**src/rtl/drive_pwm_pkg.sv**
```systemverilog
// drive_pwm_pkg: drive-code encodings and the code-to-duty mapping shared by
// the drive_pwm top level and its pwm_channel instances.
package drive_pwm_pkg;

  localparam logic [1:0] DRV_OFF  = 2'd0;
  localparam logic [1:0] DRV_LOW  = 2'd1;
  localparam logic [1:0] DRV_HIGH = 2'd2;
  localparam logic [1:0] DRV_RSVD = 2'd3;

  // Reserved code is deliberately treated as a stop.
  function automatic int unsigned drive_target(input logic [1:0]  code,
                                               input int unsigned duty_low,
                                               input int unsigned duty_high);
    int unsigned target;
    case (code)
      DRV_LOW:            target = duty_low;
      DRV_HIGH:           target = duty_high;
      DRV_OFF, DRV_RSVD:  target = 0;
      default:            target = 0;
    endcase
    return target;
  endfunction

endpackage

```
**src/rtl/pwm_channel.sv**
```systemverilog
// pwm_channel: one motor channel. Latches the drive code on the wrap strobe,
// slews the duty register toward the new target, and registers the compare
// output against the shared period counter.
// Build option: DRIVE_PWM_RAMP_EN enables slew limiting; when undefined the
// duty jumps straight to the target on every wrap.
module pwm_channel
  import drive_pwm_pkg::*;
#(
  parameter int unsigned PERIOD    = 100000,
  parameter int unsigned DUTY_LOW  = 60000,
  parameter int unsigned DUTY_HIGH = 90000,
  parameter int unsigned RAMP_STEP = 5000,
  parameter int unsigned CW        = 17
) (
  input  logic          i_clk,
  input  logic          i_rst,
  input  logic          i_wrap,
  input  logic [1:0]    i_drive,
  input  logic [CW-1:0] i_cnt,
  output logic          o_pwm,
  output logic          o_at_target
);

  localparam int unsigned DW = $clog2(PERIOD + 1);

  logic [DW-1:0] r_target;
  logic [DW-1:0] r_duty;
  logic [DW-1:0] w_code_target;
  logic [DW-1:0] w_duty_next;
  logic          r_pwm;

  assign w_code_target = DW'(drive_target(i_drive, DUTY_LOW, DUTY_HIGH));

`ifdef DRIVE_PWM_RAMP_EN
  // Next duty: stops are immediate, otherwise move at most RAMP_STEP toward target.
  // Differences are formed only in the direction that cannot underflow.
  always_comb begin
    w_duty_next = r_duty;
    if (w_code_target == '0) begin
      w_duty_next = '0;
    end else if (r_duty < w_code_target) begin
      if (32'(w_code_target - r_duty) > RAMP_STEP) begin
        w_duty_next = r_duty + DW'(RAMP_STEP);
      end else begin
        w_duty_next = w_code_target;
      end
    end else if (r_duty > w_code_target) begin
      if (32'(r_duty - w_code_target) > RAMP_STEP) begin
        w_duty_next = r_duty - DW'(RAMP_STEP);
      end else begin
        w_duty_next = w_code_target;
      end
    end
  end
`else
  logic w_unused_ramp_step;
  assign w_unused_ramp_step = ^RAMP_STEP;

  // Next duty: jump straight to the sampled target.
  always_comb begin
    w_duty_next = r_duty;
    w_duty_next = w_code_target;
  end
`endif

  // Target latch and duty register, updated only on the period wrap.
  always_ff @(posedge i_clk or posedge i_rst) begin
    if (i_rst) begin
      r_target <= '0;
      r_duty   <= '0;
    end else if (i_wrap) begin
      r_target <= w_code_target;
      r_duty   <= w_duty_next;
    end
  end

  // Registered compare; the async reset forces the enable low immediately.
  always_ff @(posedge i_clk or posedge i_rst) begin
    if (i_rst) begin
      r_pwm <= 1'b0;
    end else begin
      r_pwm <= (32'(i_cnt) < 32'(r_duty));
    end
  end

  assign o_pwm       = r_pwm;
  assign o_at_target = (r_duty == r_target);

endmodule

```
**src/rtl/drive_pwm.sv**
```systemverilog
// drive_pwm: turns movement-FSM drive codes into slew-limited PWM enables for
// two H-bridge channels sharing one free-running period counter.
// Build option: DRIVE_PWM_RAMP_EN (see pwm_channel) selects ramped duty updates.
module drive_pwm
  import drive_pwm_pkg::*;
#(
  parameter int unsigned PERIOD    = 100000,
  parameter int unsigned DUTY_LOW  = 60000,
  parameter int unsigned DUTY_HIGH = 90000,
  parameter int unsigned RAMP_STEP = 5000
) (
  input  logic       CLK,
  input  logic       RST,
  input  logic [1:0] DriveA,
  input  logic [1:0] DriveB,
  output logic       PWMA,
  output logic       PWMB,
  output logic       Settled
);

  localparam int unsigned CW = (PERIOD > 2) ? $clog2(PERIOD) : 1;

  logic [CW-1:0] r_cnt;
  logic          w_wrap;
  logic          w_at_target_a;
  logic          w_at_target_b;

  assign w_wrap = (r_cnt == CW'(PERIOD - 1));

  // Shared period counter, 0..PERIOD-1.
  always_ff @(posedge CLK or posedge RST) begin
    if (RST) begin
      r_cnt <= '0;
    end else if (w_wrap) begin
      r_cnt <= '0;
    end else begin
      r_cnt <= r_cnt + CW'(1);
    end
  end

  pwm_channel #(
    .PERIOD    (PERIOD),
    .DUTY_LOW  (DUTY_LOW),
    .DUTY_HIGH (DUTY_HIGH),
    .RAMP_STEP (RAMP_STEP),
    .CW        (CW)
  ) u_chan_a (
    .i_clk       (CLK),
    .i_rst       (RST),
    .i_wrap      (w_wrap),
    .i_drive     (DriveA),
    .i_cnt       (r_cnt),
    .o_pwm       (PWMA),
    .o_at_target (w_at_target_a)
  );

  pwm_channel #(
    .PERIOD    (PERIOD),
    .DUTY_LOW  (DUTY_LOW),
    .DUTY_HIGH (DUTY_HIGH),
    .RAMP_STEP (RAMP_STEP),
    .CW        (CW)
  ) u_chan_b (
    .i_clk       (CLK),
    .i_rst       (RST),
    .i_wrap      (w_wrap),
    .i_drive     (DriveB),
    .i_cnt       (r_cnt),
    .o_pwm       (PWMB),
    .o_at_target (w_at_target_b)
  );

  assign Settled = w_at_target_a & w_at_target_b;

endmodule

```
**config.mk**
```make
export PLATFORM = sky130hd
export DESIGN_NAME = drive_pwm
export DESIGN_NICKNAME = d
export VERILOG_FILES = /design/src/rtl/drive_pwm_pkg.sv /design/src/rtl/pwm_channel.sv /design/src/rtl/drive_pwm.sv
export SDC_FILE = /design/constraint.sdc
export NUM_CORES = 1
export LEC_CHECK = 0
export BUFFER_PORTS_ARGS = -buffer_cell sky130_fd_sc_hd__clkbuf_2
export CORE_MARGIN = 2
export CORE_UTILIZATION = 43
export CTS_CLUSTER_DIAMETER = 120
export DETAILED_ROUTE_END_ITERATION = 8
export PLACE_DENSITY_LB_ADDON = 0.15
export SLEW_MARGIN = 20
export SYNTH_ARGS = -nofsm -noshare
export SYNTH_HDL_FRONTEND = slang
export SYNTH_SLANG_ARGS = --single-unit
```
**constraint.sdc**
```tcl
create_clock -name CLK -period 1.9 [get_ports CLK]
set_input_delay 0.38 -clock CLK [delete_from_list [all_inputs] [get_ports CLK]]
set_output_delay 0.38 -clock CLK [all_outputs]
set_load 0.01 [all_outputs]
```
==> impl_metrics.toml <==
[placement]
place.detailed.hpwl_mm = 2.748
gp_congestion = 0.7965
io_buffers = 7
placed_cell_area_mm2 = 0.001873

[global_routing]
antenna_found_initial = 0
grt_pass1_vias = 1339
grt_pass1_wl_mm = 6.085
grt_overflow = 0
track_usage_pct = 18.25
grt_max_degree = 26

[routing]
ant_nets = 0
drc = 0
wire_per_inst_um = 14.35
via_count = 1322
drt_iter0_drc = 31
via_per_inst = 5.440
drt_first_pass_iters = 5
wirelength_mm = 3.488

[synth]
synthesis.area_mm2 = 0.001710
synth.area.top_cells = "dfrtp_1 37%, ha_1 21%, a21oi_1 3.8%, xnor2_1 3.6%, xor2_1 3.6%"
synth.largest_area_cell = "dfrtp_1"
seq_area_frac_synth_pct = 36.58
synth_top_family_by_area = "adder cells"
synth_compound_gate_area_share_pct = 10.75
synthXorXnorAreaFrac_pct = 7.169
synth_edf_count = 0
yosysWarnings = 0
syn-num-nets = 210
ys_types = 36
synth_area_per_cell_um2 = 9.774
synthAdderAreaFrac_pct = 21.21
synth_top_area_share_pct = 36.58
synth.most_common_cell = "ha_1"
yosys_most_used_dff = "dfrtp_1"
synth.mux.area_fraction_pct = 0.5852
yosys-top-cells-count = "29 x ha_1, 25 x dfrtp_1, 15 x inv_1"
synth_simple_gate_area_share_pct = 18.87
async_flop_share_pct = 100.0
ys_ff_latch = 25
synth_cells = 175

[clock_network]
ctsHtreeMaxLevel = 1
holdBufCountCts = 0
cts_resized = 0
cts_buffer_depth = 2
cts_setup_buffers = 0
cts_buffers = 3
cts_tree = "done"
cts.sinks = 25
clk_latency_ps = 270
clockRootBuffer = "clkbuf_8"
clk_pin_slew_ps = 100

[timing]
fmax_ghz = 0.5745
setup_viol = 0
hold-worst-slack_ps = 128.5
period_needed_ps = 1741
period_share_pct = 91.62
slew_viol_final = 0
rsz0062_at_grt = "no"
finalHoldViolCount = 0
setup_tns_ps = 0
clock_skew_ps = 5.559

[power_and_ir_drop]
internal_power_w = 0.0006937
swShare_pct = 22.15
pwr-share-seq_pct = 59.7
power_density_mw_per_mm2 = 462.8
p_switching_w = 0.0001974
pwr-share-comb_pct = 2.9
peakVddDrop_v = 0.0002803
p_leak_nw = 1.022
clkPwrFrac_pct = 37.4

[finish]
final_area_mm2 = 0.001926
syn_to_final_growth_pct = 12.58
num-nets-final = 231
diodes = 0
drive_gt1_share_pct = 16.92

[critical_path]
cp_max_fo = 12
critical_path.endpoint = "u_chan_b.r_duty[14]"
worst-r2r-cell-count = 4
crit_path_end_kind = "flop"
cp-start-kind = "flop"
r2r-end = "u_chan_b.r_duty[14]"
worst_ep_required_time_ps = 2100
startpoint = "r_cnt[13]"
cp.arrival_ps = 1940
path_class = "reg -> reg"
r2r_start = "r_cnt[13]"
r2r_slack_ps = 160

[floorplanning]
core-area_mm2 = 0.003744
io_pins = 9
fp.dieW_um = 67.07
start_util_pct = 45.69
dieArea_mm2 = 0.004498
die_h_um = 67.07
core.rowCount = 22

[min_path]
hp-class = "in -> async"

[status]
status = "completed"

[run]
drv_cap = 0
cell usage in the layout (no fill, tap or decap), types with 2 or more instances in the layout:
cell type	netlist	final
ha_1	29	29
dfrtp_1	25	25
inv_1	15	15
nand2_1	14	14
a21oi_1	13	13
buf_4	1	12
nor2_1	12	11
nand4_1	7	7
o21ai_0	7	7
xnor2_1	7	7
xor2_1	7	7
clkbuf_2	0	7
nand3_1	5	5
nor3_1	4	4
o21a_1	3	3
clkbuf_8	0	3
and4_1	2	2
nand2b_1	2	2
a21o_1	2	2
a31oi_1	2	2
power groups by stage:
stage               clock (W)  sequential (W)  combinational, W
floorplan                   0        0.000542         0.0000164
global placement            0        0.000542         0.0000259
detailed placement          0        0.000542         0.0000269
CTS                  0.000341        0.000532         0.0000271
global route         0.000379        0.000532         0.0000316
finish               0.000334        0.000532         0.0000260
stage by stage:
step	util, %	instances	setup slack, ps	total power (W)
2_1_floorplan	-	175	126.9	0.0005585
3_3_place_gp	50.03	239	183.3	0.0005680
3_5_place_dp	50.03	239	166.2	0.0005690
4_1_cts	51.37	243	145.0	0.0008995
5_1_grt	51.44	243	6.919	0.0009425
6_report	51.44	243	159.3	0.0008911
worst max-delay path, stage by stage, from the launching register on:
cell     delay, ps
dfrtp_1        390
or4b_4         560
nor4_4         300
buf_4          240
mux2i_1        180
worst min path at each step:
stage	endpoint	slack [ps]	from
floorplan	r_cnt[0]	410	RST
global placement	u_chan_a.r_target[15]	430	RST
detailed placement	u_chan_a.r_target[15]	430	RST
CTS	u_chan_a.r_target[15]	140	RST
global route	u_chan_a.r_target[14]	160	RST
finish	u_chan_a.r_target[14]	130	RST
state kept, by name, summed over array words and instances (netlist names):
register           cells
u_chan_b.o_pwm         1
r_cnt                 17
u_chan_a.o_pwm         1
u_chan_a.r_target      3
u_chan_b.r_duty        3
area by class of cell:
cell class / count / area, µm²
flip-flops and latches: 25 / 625.6
multi-input cells: 132 / 1008
well taps: 48 / 60.06
repair buffers: 19 / 125.1
inverters: 15 / 56.30
clock inverters: 1 / 8.758
clock buffers: 3 / 41.29
fillers: 356 / 1818
logic make-up after synthesis:
family          count (synthesis)
simple gates                   56
compound gates                 31
mux                             1
xor+xnor                       14
other cells                     1
fa+ha+maj                      29
flops                          25
buf+inv                        18
layer usage:
| metal | share of wire (%) | vias up | GRT usage, % |
|---|---|---|---|
| li1 | - | 656 | - |
| met4 | 0.66 | 0 | 5.867 |
| met3 | 3.1 | 6 | 2.027 |
| met2 | 50 | 30 | 32.30 |
| met5 | 0 | - | 0 |
| met1 | 46 | 630 | 22.93 |
Power figures use the tool's default switching activity.
